## config.mk

```make
export PLATFORM = sky130hd
export DESIGN_NAME = alu_bist_ctrl
export DESIGN_NICKNAME = d
export VERILOG_FILES = /design/src/rtl/alu_bist_ctrl.sv
export SDC_FILE = /design/constraint.sdc
export NUM_CORES = 1
export LEC_CHECK = 0
export BUFFER_PORTS_ARGS = -buffer_cell sky130_fd_sc_hd__buf_2
export CAP_MARGIN = 20
export CORE_ASPECT_RATIO = 0.8
export CORE_MARGIN = 3
export CORE_UTILIZATION = 49
export DETAILED_ROUTE_END_ITERATION = 10
export MAX_ROUTING_LAYER = met4
export PLACE_DENSITY = 0.75
export SLEW_MARGIN = 25
export SYNTH_ARGS = -nofsm -noshare
export SYNTH_HDL_FRONTEND = slang
export SYNTH_SLANG_ARGS = --single-unit
```

## constraint.sdc

```tcl
create_clock -name clk -period 2.1 [get_ports clk]
set_input_delay 0.21 -clock clk [delete_from_list [all_inputs] [get_ports clk]]
set_output_delay 0.21 -clock clk [all_outputs]
set_load 0.01 [all_outputs]
```

## src/rtl/alu_bist_ctrl.sv

```systemverilog
`default_nettype none
// alu_bist_ctrl: BIST sequencer for a 4-bit ALU. It applies pseudo-random stimulus and compacts results into a 16-bit MISR.
// Option ALU_BIST_EXHAUSTIVE_EN replaces the LFSR with a 10-bit counter that covers all 1024 patterns. Rev 1.0
module alu_bist_ctrl #(
  parameter int unsigned NUM_PAT    = 100,
  parameter logic [9:0]  LFSR_SEED  = 10'h001,
  parameter logic [15:0] GOLDEN_SIG = 16'h0000
) (
  input  logic        clk,
  input  logic        rst_n,
  input  logic        start,
  input  logic [3:0]  alu_c,
  output logic [3:0]  alu_a,
  output logic [1:0]  alu_op,
  output logic [3:0]  alu_b,
  output logic        busy,
  output logic        done,
  output logic        pass,
  output logic [15:0] signature,
  output logic [9:0]  pat_cnt
);

  localparam logic [1:0] c_idle    = 2'd0;
  localparam logic [1:0] c_apply   = 2'd1;
  localparam logic [1:0] c_capture = 2'd2;
  localparam logic [1:0] c_done    = 2'd3;

`ifdef ALU_BIST_EXHAUSTIVE_EN
  localparam logic [9:0] c_pat_init = 10'h000;
`else
  localparam logic [9:0] c_pat_init = LFSR_SEED;
`endif

  logic [1:0]  r_state;
  logic [1:0]  w_state_next;
  logic [9:0]  r_pat;
  logic [9:0]  w_pat_next;
  logic [9:0]  r_stim;
  logic [15:0] r_sig;
  logic [15:0] w_sig_next;
  logic [9:0]  r_cnt;
  logic        r_pass;
  logic        w_last;
  logic        w_start_acc;

`ifdef ALU_BIST_EXHAUSTIVE_EN
  assign w_pat_next = r_pat + 10'd1;
  assign w_last     = (r_cnt == 10'h3FF);
`else
  assign w_pat_next = {r_pat[8:0], r_pat[9] ^ r_pat[6]};
  assign w_last     = (({1'b0, r_cnt} + 11'd1) >= 11'(NUM_PAT));
`endif

  assign w_sig_next  = {r_sig[14:0], 1'b0} ^ (r_sig[15] ? 16'h8005 : 16'h0000) ^ {12'h000, alu_c};
  assign w_start_acc = start && ((r_state == c_idle) || (r_state == c_done));

  always_ff @(posedge clk or negedge rst_n) begin
    if (!rst_n) begin
      r_state <= c_idle;
    end else begin
      r_state <= w_state_next;
    end
  end

  always_comb begin
    w_state_next = r_state;
    case (r_state)
      c_idle, c_done: if (start) w_state_next = c_apply;
      c_apply:        w_state_next = c_capture;
      c_capture:      w_state_next = w_last ? c_done : c_apply;
      default:        w_state_next = c_idle;
    endcase
  end

  always_comb begin
    busy = 1'b0;
    done = 1'b0;
    case (r_state)
      c_apply, c_capture: busy = 1'b1;
      c_done:             done = 1'b1;
      default:            ;
    endcase
  end

  // Stimulus register is loaded on APPLY entry so it stays stable through CAPTURE and holds in DONE.
  always_ff @(posedge clk or negedge rst_n) begin
    if (!rst_n) begin
      r_pat  <= c_pat_init;
      r_stim <= 10'h000;
      r_sig  <= 16'h0000;
      r_cnt  <= 10'h000;
      r_pass <= 1'b0;
    end else if (w_start_acc) begin
      r_pat  <= c_pat_init;
      r_stim <= c_pat_init;
      r_sig  <= 16'h0000;
      r_cnt  <= 10'h000;
      r_pass <= 1'b0;
    end else if (r_state == c_capture) begin
      r_pat <= w_pat_next;
      r_sig <= w_sig_next;
      r_cnt <= r_cnt + 10'd1;
      if (w_last) begin
        r_pass <= (w_sig_next == GOLDEN_SIG);
      end else begin
        r_stim <= w_pat_next;
      end
    end
  end

  assign alu_a     = r_stim[9:6];
  assign alu_op    = r_stim[5:4];
  assign alu_b     = r_stim[3:0];
  assign signature = r_sig;
  assign pat_cnt   = r_cnt;
  assign pass      = r_pass;

endmodule
`default_nettype wire

```

==> flow_summary.yaml, run 1 <==
place:
  dp_hpwl_um: 3170
  dp_slack_ps: 131
  gp_congestion: 0.833
  placed_area_um2: 2720
  io_buffers: 45
setup_path:
  crit_chain: "ha_1 > and2_2 > and2_2 > o211ai_1 > o211a_1 > buf_6 > mux2i_1"
  crit_type: "reg -> reg"
  worst_ep_arrival_time_ps: 2180
  rr_startpoint: "pat_cnt[0]"
  cpLargestDelayFamily: "compound AO/OA/AOI/OAI gates"
  crit_start: "pat_cnt[0]"
  cpMaxStageDelayCell: "dfrtp_1"
  critical_path.max_fanout: 9
  slowest_delay_ps: 400
  critPathLaunchType: "register"
  r2r_slack_ps: 140
  crit_top_cell: "and2_2"
  required_ps: 2320
  worstPathBufferInverterCount: 1
  end_kind: "register"
logic_synthesis:
  synth_edf_count: 0
  synth.distinct_cells: 33
  synthFlopType: "dfrtp_1"
  async_flop_share: 1.00
  syn_area_per_cell_um2: 10.4
  syn_nets: 242
  syn_inst: 230
  ys_seq_area_frac: 0.511
  yosysWarnings: 0
  synth_seq_cells: 49
  synth_area_um2: 2400
global_routing:
  antenna_found_initial: 0
  grt_max_degree: 50
  use_met1: 0.243
  grt_first_pass_wirelength_um: 7940
  grt_pass1_vias: 1656
  top_usage_layer: "met2"
  global_route.usage.met2: 0.276
  gr-usage-met3: 0.0439
  grt_usage: 0.180
  grt_overflow: 0
cts:
  htreeDepth: 2
  post_cts_buffers: 0
  path_clk_slew_ps: 80
  clockBufferDepth: 2
  cts_tree: "yes"
  root_buffer: "clkbuf_8"
  worstSkewPairLatency_ps: 290
  cts.sinks: 49
  cts_buffers: 5
route:
  num_vias: 1749
  drc: 0
  routed_wl_um: 4660
  vias_per_cell: 5.17
  wire_per_inst_um: 13.8
  ant_nets: 0
  first_pass_iters: 4
  drtIter0Drc: 98
finish:
  fillers: 408
  final_cell_mix: "48 x dfrtp_1, 45 x buf_2, 36 x nor2_1"
  finalInstanceArea_um2: 2810
  fin_nets: 289
  mostFrequentLayoutCell: "dfrtp_1"
  antenna_cells: 0
  seqCellArea_um2: 1230
  drive_above_1_share: 0.241
  fin_util: 0.604
  multi_input_area_um2: 1080
  area_delta_synth_final_pct: 17.0
floorplan:
  ios: 46
  rows: 22
  start_util: 0.516
  coreArea_um2: 4650
  die_h_um: 68.6
  die_w_um: 84.3
  die_area_um2: 5780
timing:
  skew_ps: 5.73
  relSlewSlack: 0.727
  timing.final.crit_share: 0.933
  setup_slack_ps: 140
  setup_violations: 0
  rsz0062_at_grt: "no"
  fmax_mhz: 510
  timing.setup.tns_ps: 0
  tightest_slew_ps: 407
  period_minus_slack_ps: 1960
  finalHoldViolations: 0
  final_max_slew_viol_count: 0
power:
  totalPowerFinal_mw: 2.91
  vdd_drop_max_mv: 0.792
  power_density_nw_per_um2: 1040
  p_leak_nw: 1.39
worst_hold_path:
  hold_path_class: "in -> reg"
  worstHoldStart: "alu_c[0]"
outcome:
  outcome: "finished clean"
job:
  maxCapViolCount: 0
-- cell type report --
cell class | instances | area share
timing repair buffer | 54 | 0.115
multi-input combinational | 162 | 0.385
clock inverter | 2 | 0.00356
clock buffer | 6 | 0.0258
tap | 60 | 0.0267
sequential | 49 | 0.437
inverter | 5 | 0.00668
-- logic make-up after synthesis --
| group | count (synthesis) | share of synthesized area |
|---|---|---|
| adder cells (fa/ha/maj) | 5 | 0.0260 |
| AO/OA/AOI/OAI | 15 | 0.0453 |
| flip-flops | 49 | 0.511 |
| buffers and inverters | 19 | 0.0391 |
| XOR/XNOR | 18 | 0.0656 |
| AND/OR/NAND/NOR | 91 | 0.173 |
| multiplexers | 33 | 0.140 |
-- tightest hold or removal path, stage by stage --
cell	delay, ps
buf_2	80
xnor2_1	120
a211oi_1	70
-- Yosys cell counts (2+ instances only) --
library cell,instances,share of area
nor3_1,2,0.0042
xor2_1,6,0.022
nor4_1,4,0.010
and2_2,2,0.0062
inv_1,5,0.0078
dfrtp_1,48,0.50
nand2_1,29,0.045
buf_6,3,0.014
a211oi_1,5,0.016
and3_4,2,0.0094
nand2b_1,2,0.0052
xnor2_1,12,0.044
o21ai_0,3,0.0062
nor2_1,36,0.056
nand3_1,4,0.0083
mux2i_1,32,0.13
nand4_1,5,0.013
and4_1,2,0.0073
clkbuf_1,9,0.014
buf_1,2,0.0031
ha_1,5,0.026
-- final timing paths --
| check | end | cells past startpoint |
|---|---|---|
| max | r_stim[9] | 7 |
| min | signature[0] | 3 |
| max reg2reg | r_stim[9] | 7 |
| min reg2reg | r_stim[3] | 2 |
| max in group asynchronous | r_pat[0] | 3 |
| min in group asynchronous | r_stim[2] | 3 |
-- sequential cells by signal (all words and copies together), names as in the netlist --
name       count
signature     16
pat_cnt       10
r_pat         10
r_stim        10
r_state        2
pass           1
-- stage by stage --
stage          hold slack [ps]  cells
2_1_floorplan            -85.6    230
3_3_place_gp               213    329
3_5_place_dp               216    329
4_1_cts                    227    338
5_1_grt                    242    338
6_report                   232    338
-- timing repair --
action / CTS / global route
endpoints found under the setup margin: 0 / 1
hold endpoints to repair: 48 / 0
resized for setup: 0 / 1
hold buffers: 1 / 0
-- per-layer routing --
| layer | wire length [um] | up-vias |
|---|---|---|
| met1 | 2430 | 830 |
| li1 | - | 869 |
| met3 | 228 | 6 |
| met5 | 0 | - |
| met2 | 1960 | 44 |
| met4 | 44 | 0 |
-- power by group --
part,internal [mW],switching (mW)
sequential,1.10,0.124
clock,0.231,0.292
combinational,0.489,0.677
No activity file was read; power rests on OpenSTA's default activity.
==> inputs of run 2 (changes only) <==
--- a/config.mk
+++ b/config.mk
@@ -5,6 +5,7 @@
 export SDC_FILE = /design/constraint.sdc
 export NUM_CORES = 1
 export LEC_CHECK = 0
+export ABC_AREA = 1
 export BUFFER_PORTS_ARGS = -buffer_cell sky130_fd_sc_hd__buf_2
 export CAP_MARGIN = 20
 export CORE_ASPECT_RATIO = 0.8
==> flow_summary.yaml, run 2 <==
outcome:
  outcome: "finished clean"
cts:
  path_clk_slew_ps: 80
  cts_buffers: 5
  worstSkewPairLatency_ps: 300
  cts.sinks: 49
  htreeDepth: 2
  cts_tree: "yes"
  post_cts_buffers: 0
  root_buffer: "clkbuf_8"
  clockBufferDepth: 2
worst_hold_path:
  hold_depth: 4
  hold_path_class: "in -> reg"
logic_synthesis:
  synth_most_common_cell: "nand2_1"
  async_flop_share: 1.00
  yosys.area.top_type: "dfrtp_1"
  syn_inst: 266
  syn_area_per_cell_um2: 8.61
  netlist.area_leader.share: 0.524
  synth.distinct_cells: 24
  synth_seq_cells: 49
  synth_area_um2: 2290
  ys_top_cells_by_count: "65 x nand2_1, 48 x dfrtp_1, 38 x inv_1"
  synth_edf_count: 0
  synthFlopType: "dfrtp_1"
  yosysWarnings: 0
  ys_seq_area_frac: 0.536
  synth.area.top_cells: "dfrtp_1 52%, nand2_1 11%, inv_1 6.2%"
  syn_nets: 278
finish:
  fin_nets: 330
  fillers: 386
  drive_above_1_share: 0.217
  final_cell_mix: "65 x nand2_1, 47 x dfrtp_1, 45 x buf_2"
  fin_util: 0.624
  area_delta_synth_final_pct: 18.1
  antenna_cells: 0
  largest_reg_flops: 16
  mostFrequentLayoutCell: "nand2_1"
timing:
  timing.setup.tns_ps: 0
  tightest_slew_ps: 669
  finalHoldViolations: 0
  rsz0062_at_grt: "no"
  final_max_slew_viol_count: 0
  relSlewSlack: 0.554
  setup_violations: 0
  period_minus_slack_ps: 1870
  timing.final.crit_share: 0.888
  fmax_mhz: 536
  skew_ps: 5.74
global_routing:
  antenna_found_initial: 0
  grt_first_pass_wirelength_um: 7980
  grt_pass1_vias: 1709
  grt_overflow: 0
  grt_max_degree: 29
  grt_usage: 0.200
floorplan:
  ios: 46
  die_area_um2: 5540
  die_w_um: 82.4
  die_h_um: 67.2
  coreArea_um2: 4340
  rows: 21
  start_util: 0.528
setup_path:
  required_ps: 2260
  ff2ff_path_depth: 9
  end_kind: "register"
  critPathLaunchType: "register"
  crit_type: "reg -> reg"
  critical_path.max_fanout: 23
  worst_ep_arrival_time_ps: 2030
place:
  dp_hpwl_um: 3500
  gp_congestion: 0.845
  io_buffers: 45
route:
  vias_per_cell: 5.01
  drtIter0Drc: 96
  routed_wl_um: 4740
  drc: 0
  wire_per_inst_um: 12.6
  num_vias: 1879
  ant_nets: 0
  first_pass_iters: 4
power:
  p_leak_nw: 1.41
  power_density_nw_per_um2: 1010
  vdd_drop_max_mv: 0.843
job:
  maxCapViolCount: 0
run 2: final timing paths:
kind	from	endpoint	slack (ps)
min	start	r_state[1]	190
min reg2reg	r_pat[8]	r_pat[8]	490
max	r_state[0]	pat_cnt[8]	230
max reg2reg	r_state[0]	pat_cnt[8]	230
min in group asynchronous	rst_n	r_stim[7]	450
max in group asynchronous	rst_n	signature[5]	1060
run 2: power breakdown:
group | switching (mW) | internal (mW) | leakage, nW
Sequential | 0.103 | 1.09 | 0.668
Clock | 0.303 | 0.261 | 0.0433
Combinational | 0.648 | 0.333 | 0.703
run 2: layout make-up:
type / count / area, um2 / area share
well taps: 57 / 71.3 / 0.0264
clock inverters: 1 / 7.51 / 0.00277
multi-input cells: 171 / 886 / 0.327
repair buffers: 53 / 288 / 0.106
inverters: 38 / 143 / 0.0527
clock buffers: 6 / 82.6 / 0.0305
flip-flops and latches: 49 / 1230 / 0.454
run 2: what timing repair did:
item	in CTS	in global routing
resized for setup	0	3
hold buffers	1	0
endpoints found under the setup margin	0	8
hold endpoints to repair	25	0
run 2: kinds of logic after synthesis:
group           share of synthesized area
buf+inv                            0.0830
simple gates                        0.212
flops                               0.536
compound gates                      0.108
xor+xnor                           0.0344
fa+ha+maj                          0.0273
run 2: through the flow:
step                total power [mW]  hold WS, ps  setup slack [ps]  cells  instance area, um2
floorplan                       1.86        -85.6               345    266                2290
global placement                2.15          262               193    367                2590
detailed placement              2.18          257               129    367                2590
CTS                             2.75          184               120    375                2690
global route                    2.95          202              24.0    375                2710
finish                          2.73          193               235    375                2710
run 2: routing by layer:
metal  vias up  GRT usage  share of wire
met1       852      0.288           0.47
li1        958          -              -
met2        61      0.271           0.43
met5         -          -              0
met4         0     0.0871          0.016
met3         8     0.0427          0.081
run 2: worst max-delay path, stage by stage, from the launching register on:
cell and delay [ps]:
dfrtp_1 410, inv_1 60, ha_1 290, nand2_1 70, inv_1 90, nor2_1 50, inv_1 490, nor2_1 110
nand2_1 80, o21ai_0 70
